==> src/rtl/mem_request_issuer.sv <==
// Issues client read/write requests to the memory controller and tracks outstanding reads by address tag.
// Optional latency measurement (stamps + free-running cycle counter) enabled by `define MEM_ISSUER_LATENCY_EN.
module mem_request_issuer #(
  parameter int ADDR_W = 16,
  parameter int DATA_W = 16,
  parameter int DEPTH  = 4,
  parameter int CNT_W  = 16
) (
  input  logic              clk,
  input  logic              reset,
  input  logic              req_valid,
  output logic              req_ready,
  input  logic              req_write,
  input  logic [ADDR_W-1:0] req_address,
  input  logic [DATA_W-1:0] req_data,
  output logic              rd_en,
  output logic [ADDR_W-1:0] rd_address,
  output logic              wr_en,
  output logic [ADDR_W-1:0] wr_address,
  output logic [DATA_W-1:0] wr_data,
  input  logic              rd_ret_ack,
  input  logic [ADDR_W-1:0] rd_ret_address,
  input  logic [DATA_W-1:0] rd_ret_data,
  output logic              resp_valid,
  output logic [ADDR_W-1:0] resp_address,
  output logic [DATA_W-1:0] resp_data,
  output logic [CNT_W-1:0]  resp_latency,
  output logic [4:0]        outstanding,
  output logic              unmatched_err
);

  localparam int IDX_W = (DEPTH > 1) ? $clog2(DEPTH) : 1;

  logic [DEPTH-1:0]  ent_valid;
  logic [ADDR_W-1:0] ent_addr [DEPTH];

  logic             free_found;
  logic [IDX_W-1:0] free_idx;
  logic             addr_busy;
  logic             hit;
  logic [IDX_W-1:0] hit_idx;
  logic             accept_rd;
  logic             accept_wr;

`ifdef MEM_ISSUER_LATENCY_EN
  logic [CNT_W-1:0] cycle_cnt;
  logic [CNT_W-1:0] ent_stamp [DEPTH];
  logic [CNT_W-1:0] resp_latency_q;
`endif

  // Table lookups use only registered entry state, so a slot freed by a return
  // this cycle is not offered to a new read until the following cycle.
  always_comb begin
    free_found = 1'b0;
    free_idx   = '0;
    addr_busy  = 1'b0;
    hit        = 1'b0;
    hit_idx    = '0;
    for (int i = DEPTH - 1; i >= 0; i--) begin
      if (!ent_valid[i]) begin
        free_found = 1'b1;
        free_idx   = IDX_W'(i);
      end
    end
    for (int i = 0; i < DEPTH; i++) begin
      if (ent_valid[i] && ent_addr[i] == req_address)
        addr_busy = 1'b1;
      if (ent_valid[i] && ent_addr[i] == rd_ret_address) begin
        hit     = 1'b1;
        hit_idx = IDX_W'(i);
      end
    end
  end

  always_comb begin
    outstanding = '0;
    for (int i = 0; i < DEPTH; i++)
      outstanding = outstanding + 5'(ent_valid[i]);
  end

  assign req_ready = !reset && (req_write || (free_found && !addr_busy));
  assign accept_rd = req_valid && req_ready && !req_write;
  assign accept_wr = req_valid && req_ready && req_write;

  // Hit and accept never target the same slot: a hit entry is valid, a free one is not.
  always_ff @(posedge clk or posedge reset) begin
    if (reset) begin
      ent_valid     <= '0;
      rd_en         <= 1'b0;
      rd_address    <= '0;
      wr_en         <= 1'b0;
      wr_address    <= '0;
      wr_data       <= '0;
      resp_valid    <= 1'b0;
      resp_address  <= '0;
      resp_data     <= '0;
      unmatched_err <= 1'b0;
      for (int i = 0; i < DEPTH; i++) begin
        ent_addr[i] <= '0;
      end
`ifdef MEM_ISSUER_LATENCY_EN
      cycle_cnt      <= '0;
      resp_latency_q <= '0;
      for (int i = 0; i < DEPTH; i++) begin
        ent_stamp[i] <= '0;
      end
`endif
    end else begin
      rd_en      <= accept_rd;
      wr_en      <= accept_wr;
      resp_valid <= 1'b0;
`ifdef MEM_ISSUER_LATENCY_EN
      cycle_cnt <= cycle_cnt + 1'b1;
`endif
      if (accept_wr) begin
        wr_address <= req_address;
        wr_data    <= req_data;
      end
      if (accept_rd) begin
        rd_address          <= req_address;
        ent_valid[free_idx] <= 1'b1;
        ent_addr[free_idx]  <= req_address;
`ifdef MEM_ISSUER_LATENCY_EN
        ent_stamp[free_idx] <= cycle_cnt;
`endif
      end
      if (rd_ret_ack) begin
        if (hit) begin
          ent_valid[hit_idx] <= 1'b0;
          resp_valid         <= 1'b1;
          resp_address       <= rd_ret_address;
          resp_data          <= rd_ret_data;
`ifdef MEM_ISSUER_LATENCY_EN
          resp_latency_q     <= cycle_cnt - ent_stamp[hit_idx];
`endif
        end else begin
          unmatched_err <= 1'b1;
        end
      end
    end
  end

`ifdef MEM_ISSUER_LATENCY_EN
  assign resp_latency = resp_latency_q;
`else
  assign resp_latency = '0;
`endif

endmodule

==> config.mk <==
export PLATFORM = sky130hd
export DESIGN_NAME = mem_request_issuer
export DESIGN_NICKNAME = d
export VERILOG_FILES = /design/src/rtl/mem_request_issuer.sv
export SDC_FILE = /design/constraint.sdc
export NUM_CORES = 1
export LEC_CHECK = 0
export BUFFER_PORTS_ARGS = -buffer_cell sky130_fd_sc_hd__buf_2
export CAP_MARGIN = 40
export CELL_PAD_IN_SITES_DETAIL_PLACEMENT = 1
export CELL_PAD_IN_SITES_GLOBAL_PLACEMENT = 1
export CORE_MARGIN = 4
export CORE_UTILIZATION = 43
export CTS_CLUSTER_SIZE = 8
export DETAILED_ROUTE_END_ITERATION = 8
export PLACE_DENSITY = 0.85
export SKIP_CTS_REPAIR_TIMING = 1
export SLEW_MARGIN = 20
export SYNTH_ARGS = -nofsm -noshare
export SYNTH_HDL_FRONTEND = slang
export SYNTH_SLANG_ARGS = --single-unit
==> constraint.sdc <==
create_clock -name clk -period 5.7 [get_ports clk]
set_clock_uncertainty 0.2 [all_clocks]
set_input_delay 0.57 -clock clk [delete_from_list [all_inputs] [get_ports clk]]
set_output_delay 0.57 -clock clk [all_outputs]
set_load 0.1 [all_outputs]
== Word-level counts from Yosys, hierarchy flattened ==
Cells that the tools add are included.
Word-level totals
  register bits after elaboration: 152
  bits in latches: 0
  memory bits (writable): 0
  bits in read-only memories: 0
  input bits: 69
  output and inout port bits: 106
  logic and storage cells: 89
  memories: 0
Operators by class
  add/sub/neg operators: 3
  $mul: 0
  divide/modulo/power cells: 0
  order comparisons: 6
  equality and inequality tests: 8
  shift operators: 0
  multiplexer cells: 31
  bitwise logic cells: 5
  reductions and logical operators: 22
Operators by type and width (count)
  $eq A16 B16 Y1: 8
  $bwmux W64: 1
  $demux W16 S2: 1
  $mux W1: 17
  $logic_and A1 B1 Y1: 16
  $mux W16: 1
  $mux W2: 6
  $mux W4: 3
  $lt A2 B3 Y1 const B: 2
  $add A3 B1 Y4: 1
  $and A4 B4 Y4: 1
  $demux W1 S2: 2
  $ge A2 B1 Y1 const B: 2
  $not A4 Y4: 1
  $or A4 B4 Y4: 1
  $reduce_and A2 Y1: 2
  $add A2 B1 Y3: 1
  $ge A3 B3 Y1 const B: 1
  $logic_not A1 Y1: 3
  $lt A3 B1 Y1 const B: 1
  $not A2 Y3: 1
  $add A1 B1 Y2: 1
  $logic_or A1 B1 Y1: 1
  $not A1 Y1: 1

== Logic depth before layout (Yosys ltp) ==
  depth in word-level cells: 16
  gate-level depth with buffers: 12
  mapped depth without buffers: 9

== Worst setup path after synthesis ==
Ideal clock, no wire load.
  path kind: input-to-reg
  start: input reset
  end: register wr_address[0]
  library setup time: 0.068 ns
  data arrival time: 5.154 ns
  required time: 5.432 ns
  path slack: 0.277 ns
  stages on the path: 6
  path buffers: 1
  path through: inv_1 -> nand3_1 -> inv_1 -> clkbuf_1 -> nand2_1 -> nand2_1
Between the ends
  longest elaborated chain between the ends: 4
Ends and longest elaborated chain
  start: declaration: RTL line 10  | input logic reset,
  $logic_not A1 Y1 (no source line)
  $logic_and A1 B1 Y1: RTL line 81  | assign req_ready = !reset && (req_write || (free_found && !addr_busy));
  $logic_and A1 B1 Y1 (2 in series): RTL line 83  | assign accept_wr = req_valid && req_ready && req_write;
  end signal: assignment: RTL line 116  | wr_address <= req_address;
  end: declaration: RTL line 19  | output logic [ADDR_W-1:0] wr_address,
No other way between the ends.
A chain may end at the register's enable or synchronous reset.

== Final worst setup path ==
  start: register ent_addr[50] (netlist name)
  end: output req_ready
Between the ends
  longest elaborated chain between the ends: 10
Ends and longest elaborated chain
  start: declaration: RTL line 35  | logic [ADDR_W-1:0] ent_addr [DEPTH];
  start signal: indexed assignment: RTL line 122  | ent_addr[free_idx] <= req_address;
  $eq A16 B16 Y1: RTL line 66  | if (ent_valid[i] && ent_addr[i] == req_address)
  $logic_and A1 B1 Y1: RTL line 66
  $mux W1 (4 in series): RTL line 66
  $logic_not A1 Y1: RTL line 81
  $logic_and A1 B1 Y1: RTL line 81
  $logic_or A1 B1 Y1: RTL line 81
  $logic_and A1 B1 Y1: RTL line 81
  end: declaration: RTL line 12  | output logic req_ready,
No other way between the ends.

==> results.py <==
metrics = {
    "run_status": {
        "status": "finished clean",
    },
    "power": {
        "leakage_nw": 4.939,
        "p_comb_frac": 0.191,
        "power_switching_uw": 978.2,
        "seq_power_share": 0.388,
        "p_clk_frac": 0.420,
        "ir_worst_vdd_mv": 0.2162,
        "internal_power_mw": 1.954,
        "power_density_nw_per_um2": 323.9,
        "p_sw_frac": 0.3337,
    },
    "route": {
        "wl_per_cell_um": 20.93,
        "post-route-drc-count": 0,
        "routed_wl_um": 21260,
        "detail-route-antenna-nets": 0,
        "vias_per_cell": 5.180,
        "num_vias": 5263,
        "drtIter0Drc": 260,
        "drt_first_pass_iters": 4,
    },
    "logic_synthesis": {
        "ys_seq_elements": 152,
        "avgSynthCellArea_sq_um": 11.82,
        "synth.yosys.warnings": 0,
        "ys.flop_type": "dfrtp_1",
        "synth_cell_types": 41,
        "synth_top_cell_area_share": 0.4972,
        "syn_inst": 647,
        "async_flop_share": 1.000,
        "yosysMostFrequentCell": "dfrtp_1",
        "syn_area_sq_um": 7650,
        "synth_top_cells_by_count": "152 x dfrtp_1, 102 x mux2_2, 101 x nand2_1",
        "synth_edf_count": 0,
        "synth_top_area_cell": "dfrtp_1",
        "synth.top_cells.by_area": "dfrtp_1 50%, mux2_2 15%, xor2_1 11%, nand2_1 5.0%, xnor2_1 4.0%",
        "seq_area_frac_synth": 0.4972,
    },
    "finish": {
        "drive_gt1_frac": 0.3970,
        "seq_area_sq_um": 3804,
        "instances_no_fill": 1016,
        "final_util": 0.5216,
        "fillCellCount": 1897,
        "multi_input_area_sq_um": 3416,
        "syn_to_final_growth_pct": 18.33,
        "fin_nets": 851,
        "n_antenna_cell": 0,
    },
    "placed_design": {
        "pre_cts_slack_ps": 2223,
        "dpl.hpwl_um": 15130,
        "io_buffers": 156,
        "place_congestion": 0.8578,
        "dp.cells": 983,
    },
    "global_route": {
        "grt.overflow.total": 0,
        "antenna_found_initial": 0,
        "grt_pass1_vias": 5860,
        "grt.busiest_layer": "met2",
        "grt_max_degree": 79,
        "grt_util_met2": 0.3577,
        "grtUsageMet3": 0.07179,
        "grt_use_met1": 0.2735,
        "grt_use_total": 0.2193,
        "grt_first_pass_wirelength_um": 33710,
    },
    "setup_path": {
        "end_kind": "primary output",
        "critPathKind": "flop to primary output",
        "crit_path_top_delay_cell": "nor4_1",
        "critical-path-top-delay-family": "simple AND/OR/NAND/NOR gates",
        "critPathRequiredTime_ps": 4930,
        "crit_path_start": "ent_addr[50]$_DFFE_PP0P_",
        "critical_path_buf_inv_count": 1,
        "crit_chain": "xor2_1 -> nor4_1 -> nand3_1 -> o22a_1 -> and2_4 -> a21oi_1 -> nor2_1 -> buf_2",
        "worstReg2RegStart": "ent_addr[9]$_DFFE_PP0P_",
        "crit_arrival_ps": 2660,
        "slowest_delay_ps": 580,
        "critical_path.max_fanout": 3,
        "start_kind": "flop",
    },
    "hold_path": {
        "hp-class": "input port to async pin",
    },
    "sta": {
        "whs_ps": 88.05,
        "fin_crit_sh": 0.6023,
        "slew_violations": 0,
        "report.final.setup_viol": 0,
        "final_hold_viol_count": 0,
        "setup_ws_ps": 2267,
        "tightest_slew_ps": 739.6,
        "rsz0062_at_grt": "false",
        "period_needed_ps": 3433,
        "tns_ps": 0,
        "clock.fmax_ghz": 0.2913,
        "maxSlewHeadroom": 0.5051,
    },
    "job": {
        "maxCapViolations": 0,
    },
    "floorplanning": {
        "ioPinCount": 175,
        "core_sq_um": 17360,
        "die_area_sq_um": 19990,
        "initial_core_util": 0.4407,
        "dieHeight_um": 141.4,
        "rows": 48,
        "dieWidth_um": 141.4,
    },
    "clocking": {
        "clk_pin_slew_worst_paths_ps": 60,
        "cts_buffers": 17,
        "tritoncts": "yes",
        "cts.path.max_buffers": 2,
        "clk_latency_ps": 430,
        "cts-root-buf": "clkbuf_16",
        "htreeDepth": 4,
        "clock-sinks": 152,
    },
}
[through the flow]
step / instance area [sq um] / total power, mW
finish: 9052 / 2.932
global route: 9052 / 3.037
CTS: 9025 / 2.954
detailed placement: 8388 / 1.718
global placement: 8346 / 1.705
floorplan: 7714 / 1.617
[sequential cells by signal, indices dropped and copies added (netlist names)]
signal         cells
ent_valid          4
unmatched_err      1
wr_address        16
resp_data         16
wr_data           16
resp_valid         1
resp_address      16
ent_addr          64
rd_en              1
rd_address        16
wr_en              1
[final timing paths]
path                                                     end  slack (ps)  cells past startpoint
worst max-delay path                               req_ready        2270                      8
worst min-delay path            resp_address[15]$_DFFE_PP0P_          90                      2
worst max register to register      resp_data[3]$_DFFE_PP0P_        2610                      7
worst min register to register     unmatched_err$_DFFE_PP0P_         280                      2
max in group asynchronous          wr_address[4]$_DFFE_PP0P_        4030                      4
min in group clk                     wr_data[13]$_DFFE_PP0P_         120                      3
[layer usage]
layer	wire (um)	share of wire	up-vias
li1	-	-	2361
met1	8991	0.42	2697
met2	10200	0.48	170
met3	1448	0.068	35
met4	623	0.029	0
met5	0	0	-
[layout by cell type (no fill, tap or decap), types with 3 or more instances in the layout]
| cell | count |
|---|---|
| buf_2 | 156 |
| dfrtp_1 | 152 |
| mux2_2 | 102 |
| nand2_1 | 101 |
| xor2_1 | 93 |
| xnor2_1 | 35 |
| nor4_1 | 24 |
| conb_1 | 18 |
| clkbuf_16 | 17 |
| nand3_1 | 11 |
| mux2_4 | 10 |
| inv_1 | 9 |
| nor3_1 | 7 |
| nand4_1 | 7 |
| bufinv_16 | 4 |
| inv_6 | 3 |
| ha_1 | 3 |
| clkinvlp_4 | 3 |
[power groups by stage]
stage / sequential, mW / combinational, mW / clock [mW]
floorplan: 1.43 / 0.186 / 0
global placement: 1.16 / 0.550 / 0
detailed placement: 1.16 / 0.562 / 0
CTS: 1.14 / 0.564 / 1.25
global route: 1.14 / 0.588 / 1.31
finish: 1.14 / 0.560 / 1.23
[logic make-up (layout without fill, tap and decap cells)]
family	after synthesis	after routing	synth area share
compound gates	10	10	0.01112
xor+xnor	128	128	0.1465
fa+ha+maj	4	4	0.007524
buf+inv	77	204	0.06477
flops	152	152	0.4972
mux	112	112	0.1698
other cells	1	18	0.0004902
simple gates	163	163	0.1026
[area by class of cell]
type                       instances  area share
timing repair buffer             161     0.09565
clock inverter                    13     0.02142
inverter                          11    0.005390
sequential                       152      0.4202
clock buffer                      19     0.04893
multi-input combinational        435      0.3773
tap                              225     0.03110
Power figures use the tool's default switching activity.
